`config.mk`:
```
export PLATFORM = sky130hd
export DESIGN_NAME = write_ptr_full_logic
export DESIGN_NICKNAME = d
export VERILOG_FILES = /design/src/rtl/write_ptr_full_logic_pkg.sv /design/src/rtl/bcd_gray.sv /design/src/rtl/gray_bcd.sv /design/src/rtl/write_ptr_full_logic.sv
export SDC_FILE = /design/constraint.sdc
export NUM_CORES = 1
export LEC_CHECK = 0
export ABC_AREA = 1
export CORE_MARGIN = 4
export CORE_UTILIZATION = 41
export DETAILED_ROUTE_END_ITERATION = 8
export PLACE_DENSITY = 0.76
export SLEW_MARGIN = 40
export SYNTH_ARGS = -nofsm -noshare
export SYNTH_HDL_FRONTEND = slang
export SYNTH_SLANG_ARGS = --single-unit
export TNS_END_PERCENT = 10
```
`constraint.sdc`:
```
create_clock -name wclk -period 2.5 [get_ports wclk]
set_input_delay 0.5 -clock wclk [delete_from_list [all_inputs] [get_ports wclk]]
set_output_delay 0.5 -clock wclk [all_outputs]
set_load 0.005 [all_outputs]
```
`src/rtl/write_ptr_full_logic_pkg.sv`:
```
// rtl/write_ptr_full_logic_pkg.sv - shared async FIFO constants and Gray/binary conversions
package write_ptr_full_logic_pkg;

  localparam int DEPTH_DEF        = 8;
  localparam int ADDR_W_DEF       = 3;
  localparam int PTR_W            = ADDR_W_DEF + 1;
  localparam int AFULL_THRESH_DEF = 6;

  // Binary to reflected Gray at the default pointer width.
  function automatic logic [PTR_W-1:0] bin2gray(input logic [PTR_W-1:0] bin);
    return bin ^ (bin >> 1);
  endfunction

  // Reflected Gray to binary: bit i is the XOR of all Gray bits at or above i.
  function automatic logic [PTR_W-1:0] gray2bin(input logic [PTR_W-1:0] gray);
    logic [PTR_W-1:0] bin;
    for (int i = 0; i < PTR_W; i++) begin
      bin[i] = ^(gray >> i);
    end
    return bin;
  endfunction

endpackage

```
`src/rtl/bcd_gray.sv`:
```
// rtl/bcd_gray.sv - binary to Gray converter
module bcd_gray #(
  parameter int W = 4
) (
  input  logic [W-1:0] bin,
  output logic [W-1:0] gray
);

  // Each Gray bit is the XOR of adjacent binary bits.
  always_comb begin
    gray = bin ^ (bin >> 1);
  end

endmodule

```
`src/rtl/gray_bcd.sv`:
```
// rtl/gray_bcd.sv - Gray to binary converter
module gray_bcd #(
  parameter int W = 4
) (
  input  logic [W-1:0] gray,
  output logic [W-1:0] bin
);

  // Bit i is the parity of the Gray bits from i upward.
  always_comb begin
    bin = '0;
    for (int i = 0; i < W; i++) begin
      bin[i] = ^(gray >> i);
    end
  end

endmodule

```
`src/rtl/write_ptr_full_logic.sv`:
```
// rtl/write_ptr_full_logic.sv - async FIFO write pointer, full and level logic
module write_ptr_full_logic
  import write_ptr_full_logic_pkg::*;
#(
  parameter int DEPTH        = DEPTH_DEF,
  parameter int ADDR_W       = $clog2(DEPTH),
  parameter int AFULL_THRESH = AFULL_THRESH_DEF
) (
  input  logic              wclk,
  input  logic              reset,
  input  logic              w_en,
  input  logic [ADDR_W:0]   gray_r_ptr_syn,
  output logic [ADDR_W:0]   bin_w_ptr,
  output logic [ADDR_W:0]   gray_w_ptr,
  output logic [ADDR_W:0]   bin_r_ptr,
  output logic              mem_we,
  output logic [ADDR_W-1:0] mem_waddr,
  output logic              full,
  output logic              almost_full,
  output logic [ADDR_W:0]   wr_level,
  output logic              overflow,
  input  logic              overflow_clr
);

  localparam int PW = ADDR_W + 1;

  logic [ADDR_W:0] bin_next;
  logic [ADDR_W:0] gray_next;
  logic            accept;

  // Gray of the incremented pointer, registered below so the CDC source is glitch-free.
  bcd_gray #(.W(PW)) u_bcd_gray (
    .bin  (bin_next),
    .gray (gray_next)
  );

  // Synchronized read pointer back to binary for level arithmetic.
  gray_bcd #(.W(PW)) u_gray_bcd (
    .gray (gray_r_ptr_syn),
    .bin  (bin_r_ptr)
  );

  // Level, full/almost_full and accept; reset gates the strobe so no write slips out.
  always_comb begin
    bin_next    = bin_w_ptr + PW'(1);
    wr_level    = bin_w_ptr - bin_r_ptr;
    full        = (bin_w_ptr[ADDR_W] != bin_r_ptr[ADDR_W]) &&
                  (bin_w_ptr[ADDR_W-1:0] == bin_r_ptr[ADDR_W-1:0]);
    almost_full = (wr_level >= PW'(AFULL_THRESH));
    accept      = w_en & ~full & ~reset;
    mem_we      = accept;
    mem_waddr   = bin_w_ptr[ADDR_W-1:0];
  end

  // Advance binary and Gray pointers together on an accepted write.
  always_ff @(posedge wclk or posedge reset) begin
    if (reset) begin
      bin_w_ptr  <= '0;
      gray_w_ptr <= '0;
    end else if (accept) begin
      bin_w_ptr  <= bin_next;
      gray_w_ptr <= gray_next;
    end
  end

  // Sticky overflow: a blocked write sets it and beats a simultaneous clear.
  always_ff @(posedge wclk or posedge reset) begin
    if (reset) begin
      overflow <= 1'b0;
    end else if (w_en && full) begin
      overflow <= 1'b1;
    end else if (overflow_clr) begin
      overflow <= 1'b0;
    end
  end

endmodule

```
After elaboration in Yosys (flattened, before gate mapping)
Cells that the tools add are included.

cells by class
  add/sub/neg operators = 2
  $lt $le $gt $ge = 1
  equality and inequality tests = 2
  muxes and demuxes = 2
  bitwise logic cells = 5
  reductions and logical operators = 7

operators with widths
  operator             count
  $reduce_xor 4->1     4
  $add 4x1->4 const B  1
  $ge 4x3->1 const B   1
  $sub 4x4->4          1
  $xor 4x3->4          1
  $eq 3x3->1           1
  $and 1x1->1          2
  $logic_and 1x1->1    2
  $mux 1               2
  $not 1->1            2
  $reduce_bool 2->1    1
  $ne 1x1->1           1

storage, ports and cells
  flip-flop bits (word level) = 9
  bits of input ports = 8
  logic and storage cells = 22

Depth between registers and ports, before layout
  word-level depth = 6
  depth in mapped cells = 13
  mapped depth without buffers = 13

Modules after synthesis
A second synthesis with hierarchy kept.

second synthesis, totals
  cell total of the unflattened synthesis = 116
  area, all modules = 780.7 um2

by module, submodules not included
  module                times used  cells each  area an instance (um2)  seq. area each (um2)
  write_ptr_full_logic  1           81          634.4                   225.2
  gray_bcd              1           21          90.1                    0.0
  bcd_gray              1           14          56.3                    0.0

Worst setup path before layout
No wires, ideal clock.

  path kind = in2out
  start point = input port gray_r_ptr_syn[2]
  end point = output port mem_we
  data arrival time = 1.774 ns
  slack = 0.226 ns
  stages = 11
  cell sequence = inv_1 -> nand2_1 -> nand3_1 -> nand2_1 -> xnor2_1 -> ha_1 -> inv_1 -> nor3_4 -> nand2_4 -> nand2_8 -> inv_8

between the ends
  cells in the longest elaborated chain, start to end = 6
  elaborated cells between the ends (all ways) = 8
  those cells by class = 1 x eq/ne; 3 x bitwise; 4 x reduce/logical

ends and longest elaborated chain
  what                      line                        RTL
  start, declared           write_ptr_full_logic.sv:12  input logic [ADDR_W:0] gray_r_ptr_syn,
  $reduce_xor 4->1          gray_bcd.sv:13              bin[i] = ^(gray >> i);
  named net bin_r_ptr[0]    write_ptr_full_logic.sv:15  output logic [ADDR_W:0] bin_r_ptr,
  $eq 3x3->1                write_ptr_full_logic.sv:48  (bin_w_ptr[ADDR_W-1:0] == bin_r_ptr[ADDR_W-1:0]);
  $logic_and 1x1->1         write_ptr_full_logic.sv:47  full = (bin_w_ptr[ADDR_W] != bin_r_ptr[ADDR_W]) &&
  $not 1->1                 write_ptr_full_logic.sv:50  accept = w_en & ~full & ~reset;
  $and 1x1->1 (2 in a row)  write_ptr_full_logic.sv:50
  end, declared             write_ptr_full_logic.sv:16  output logic mem_we,

The timed path passes the listed nets, and every way through them passes these cells.

Worst setup path in the final report
  start point = input port gray_r_ptr_syn[2]
  end point = output port full

between the ends
  cells in the longest elaborated chain, start to end = 3
  elaborated cells between the ends (all ways) = 5
  those cells by class = 1 x eq/ne; 4 x reduce/logical

ends and longest elaborated chain
  what                   line                        RTL
  $reduce_xor 4->1       gray_bcd.sv:13
  $eq 3x3->1 (*)         write_ptr_full_logic.sv:48
  $logic_and 1x1->1 (*)  write_ptr_full_logic.sv:47
  end, declared          write_ptr_full_logic.sv:18  output logic full,

Mark *: on every way between the ends. The rest lies on a longest branch, timed or not.

==> results by group <==
Timing
  • Setup Total Neg Slack: 0 ps
  • Slew HR: 70.20%
  • FMAX: 0.4145 GHz
  • Least-Margin Pin Slew: 443.8 ps
  • Final Critical Period: 2413 ps
  • Max-slew violation count: 0
  • # setup viols final: 0
  • Skew final: 5.947 ps
  • Final Hold Fails: 0
  • Crit share post-route: 96.51%

Synthesis
  • Top cells by count, synth: nand2_1, inv_1, nand3_1
  • Distinct cells, synth: 21
  • Area of the mapped netlist: 726.9 µm²
  • Seq/Total Area, Yosys: 27.54%
  • Syn nets: 108
  • Yosys top cell area share: 27.54%
  • Post-synth EDFFs: 0
  • Synth area leaders: dfrtp_1, nand2_1, inv_1, ha_1, nand3_1
  • Ys async rst share: 100.0%
  • Post-synth top area cell: dfrtp_1
  • Yosys warns: 0
  • Mapped Cells: 96
  • Syn_area_per_cell: 7.572 µm²
  • Top-count cell post-synth: nand2_1
  • Flops & latches, synth: 8
  • Top FF cell, synth: dfrtp_1

CTS
  • Clock buffer count from CTS: 3
  • CTS hold repair buffers: 0
  • Clock root buffer: clkbuf_4
  • Max H-tree Level: 1
  • Clk buf depth: 2
  • Clk slew on worst S/H paths: 50 ps
  • Clk sink count: 8
  • Clock Latency Late Sink: 260 ps
  • CTS tree: built

Global routing
  • First-pass GRT wire length: 3.312 mm
  • Vias in the first global route: 774
  • Largest net degree at the start of global routing: 9
  • Initial antenna violation count: 0
  • Grt ovf: 0
  • GRT Overall Usage: 17.06%

Worst setup path
  • Worst Setup End Kind: output port
  • Worst Path Arrival: 1910 ps
  • CP Class: input port to output port
  • CP max FO: 4
  • Required time of the critical path: 2000 ps
  • CP startpoint kind: input port

Die
  • # rows: 14
  • Core Box Area: 1594 µm²
  • Die W: 50.11 µm
  • Initial Util: 45.60%
  • Die footprint: 2511 µm²
  • Die height: 50.11 µm
  • I/O pin count: 31

Finish
  • Layout cell share with drive strength beyond 1: 38.73%
  • Post-Layout Cell Count: 166
  • Footprint of the multi-input gates: 511.7 µm²
  • Nets: 156
  • Fillers: 111
  • Synth-to-Final Area Change: 73.32%
  • # diodes: 0
  • FF+latch area: 200.2 µm²

Detailed routing
  • # DRC: 0
  • Vias: 774
  • Vias per inst: 4.663
  • Drt first-iter violations: 16
  • Avg WL per Cell: 12.69 µm
  • Pre-antenna DRT Iters: 4
  • Routed wire length: 2.107 mm
  • Detail Route Antenna Nets: 0

Place
  • Final GP Congestion: 0.8041
  • Placed insts: 157
  • Post-detail-place hpwl: 1.473 mm
  • Port buffer count: 30

Run
  • Max-Cap Viols: 0

Power and ir drop
  • Power density over cell area: 1050 nW/µm²
  • Leakage: 0.6624 nW
  • Max VDD drop: 0.6887 mV
  • Overall Power: 0.001323 W

Worst hold path
  • Hold Crit Class: register to register

Status
  • Status: complete, no violations
[flip-flops by register name, indices dropped and copies added (netlist names)]
register	flops
bin_w_ptr	4
gray_w_ptr	3
overflow	1
[layout make-up]
class,instances,area share [%]
Tap cell,24,2.383
Timing Repair Buffer,48,32.47
Multi-Input combinational cell,64,40.62
Inverter,19,6.852
Clock buffer,3,1.787
Sequential cell,8,15.89
[where the power goes]
group	total, W	switching [W]	internal [W]
logic	0.000968	0.000449	0.000519
clock network	0.000101	0.0000462	0.0000551
registers	0.000254	0.0000661	0.000188
total	0.00132	0.000561	0.000762
[kinds of logic (layout without fill, tap and decap cells)]
group	after synthesis	in the layout	synth area share, %
AND/OR/NAND/NOR	49	49	36.15
buffers and inverters	24	70	16.01
XOR/XNOR	8	8	10.67
flip-flops	8	8	27.54
adder cells (fa/ha/maj)	4	4	6.885
AO/OA/AOI/OAI	3	3	2.754
[per-layer routing]
layer | wire length, µm | up-vias | GRT usage (%) | share of wire [%]
met5 | 0 | - | 0 | 0
met4 | 14 | 0 | 5.530 | 0.66
met3 | 108 | 2 | 4.518 | 5.1
met2 | 1160 | 24 | 31.30 | 55
met1 | 824 | 368 | 18.78 | 39
li1 | - | 380 | - | -
[final timing paths]
kind                                            from                   endpoint  slack [ps]  depth (start not counted)
max                                gray_r_ptr_syn[2]                       full          90                         12
min                        gray_w_ptr[1]$_DFFE_PP0P_  gray_w_ptr[1]$_DFFE_PP0P_         480                          2
max reg2reg                 bin_w_ptr[2]$_DFFE_PP0P_   bin_w_ptr[1]$_DFFE_PP0P_         840                          9
min reg2reg                gray_w_ptr[1]$_DFFE_PP0P_  gray_w_ptr[1]$_DFFE_PP0P_         480                          2
max in group asynchronous                      reset   bin_w_ptr[3]$_DFFE_PP0P_        1730                          2
min in group asynchronous                      reset   bin_w_ptr[0]$_DFFE_PP0P_         520                          2
[metrics by stage]
stage               hold slack, ps  instance area (µm²)  util, %  setup WS [ps]
finish                       477.4                 1260    79.04          87.24
global route                 525.7                 1260    79.04         -14.24
CTS                          480.9                 1182    74.18         -105.9
detailed placement           463.6                 1110    69.62         -825.5
global placement             463.9                 1110    69.62         -744.4
floorplan                    315.7                726.9        -          226.3
[repair_timing]
| item | CTS | global route |
|---|---|---|
| gates resized for setup | 32 | 25 |
| endpoints found under the setup margin | 9 | 7 |
| pin swaps | 5 | 7 |
| buffers inserted | 5 | 1 |
[layout by cell type, fill, tap and decap left out]
master,netlist,routed
xnor2_1,3,2
ha_4,0,2
buf_6,0,2
nand3_2,2,3
o21ai_2,1,1
nand3_4,0,2
o22ai_1,1,1
dfrtp_1,8,8
xor2_2,1,1
inv_6,0,1
buf_4,5,20
clkdlybuf4s15_1,0,1
and2_1,1,1
nand2_2,3,2
inv_8,1,1
xnor2_4,0,1
nand3_1,10,7
inv_1,17,13
ha_1,4,2
inv_2,1,3
clkbuf_4,0,3
nand2_8,1,1
clkbuf_2,0,2
inv_4,0,1
o21ai_1,1,1
dlygate4sd2_1,0,3
xor2_1,4,4
nor3_4,1,1
clkdlybuf4s50_1,0,18
nor2_1,1,1
buf_2,0,2
nand2_1,28,25
nand2_4,2,6
[worst max-delay path, cell delays in order]
cell	delay (ps)
buf_6	110
inv_6	60
nand2_4	50
nand3_4	90
nand2_4	70
xnor2_4	140
ha_4	270
inv_2	40
nor3_4	210
nand2_4	100
inv_1	60
clkdlybuf4s15_1	190
No activity file was read; power rests on OpenSTA's default activity.
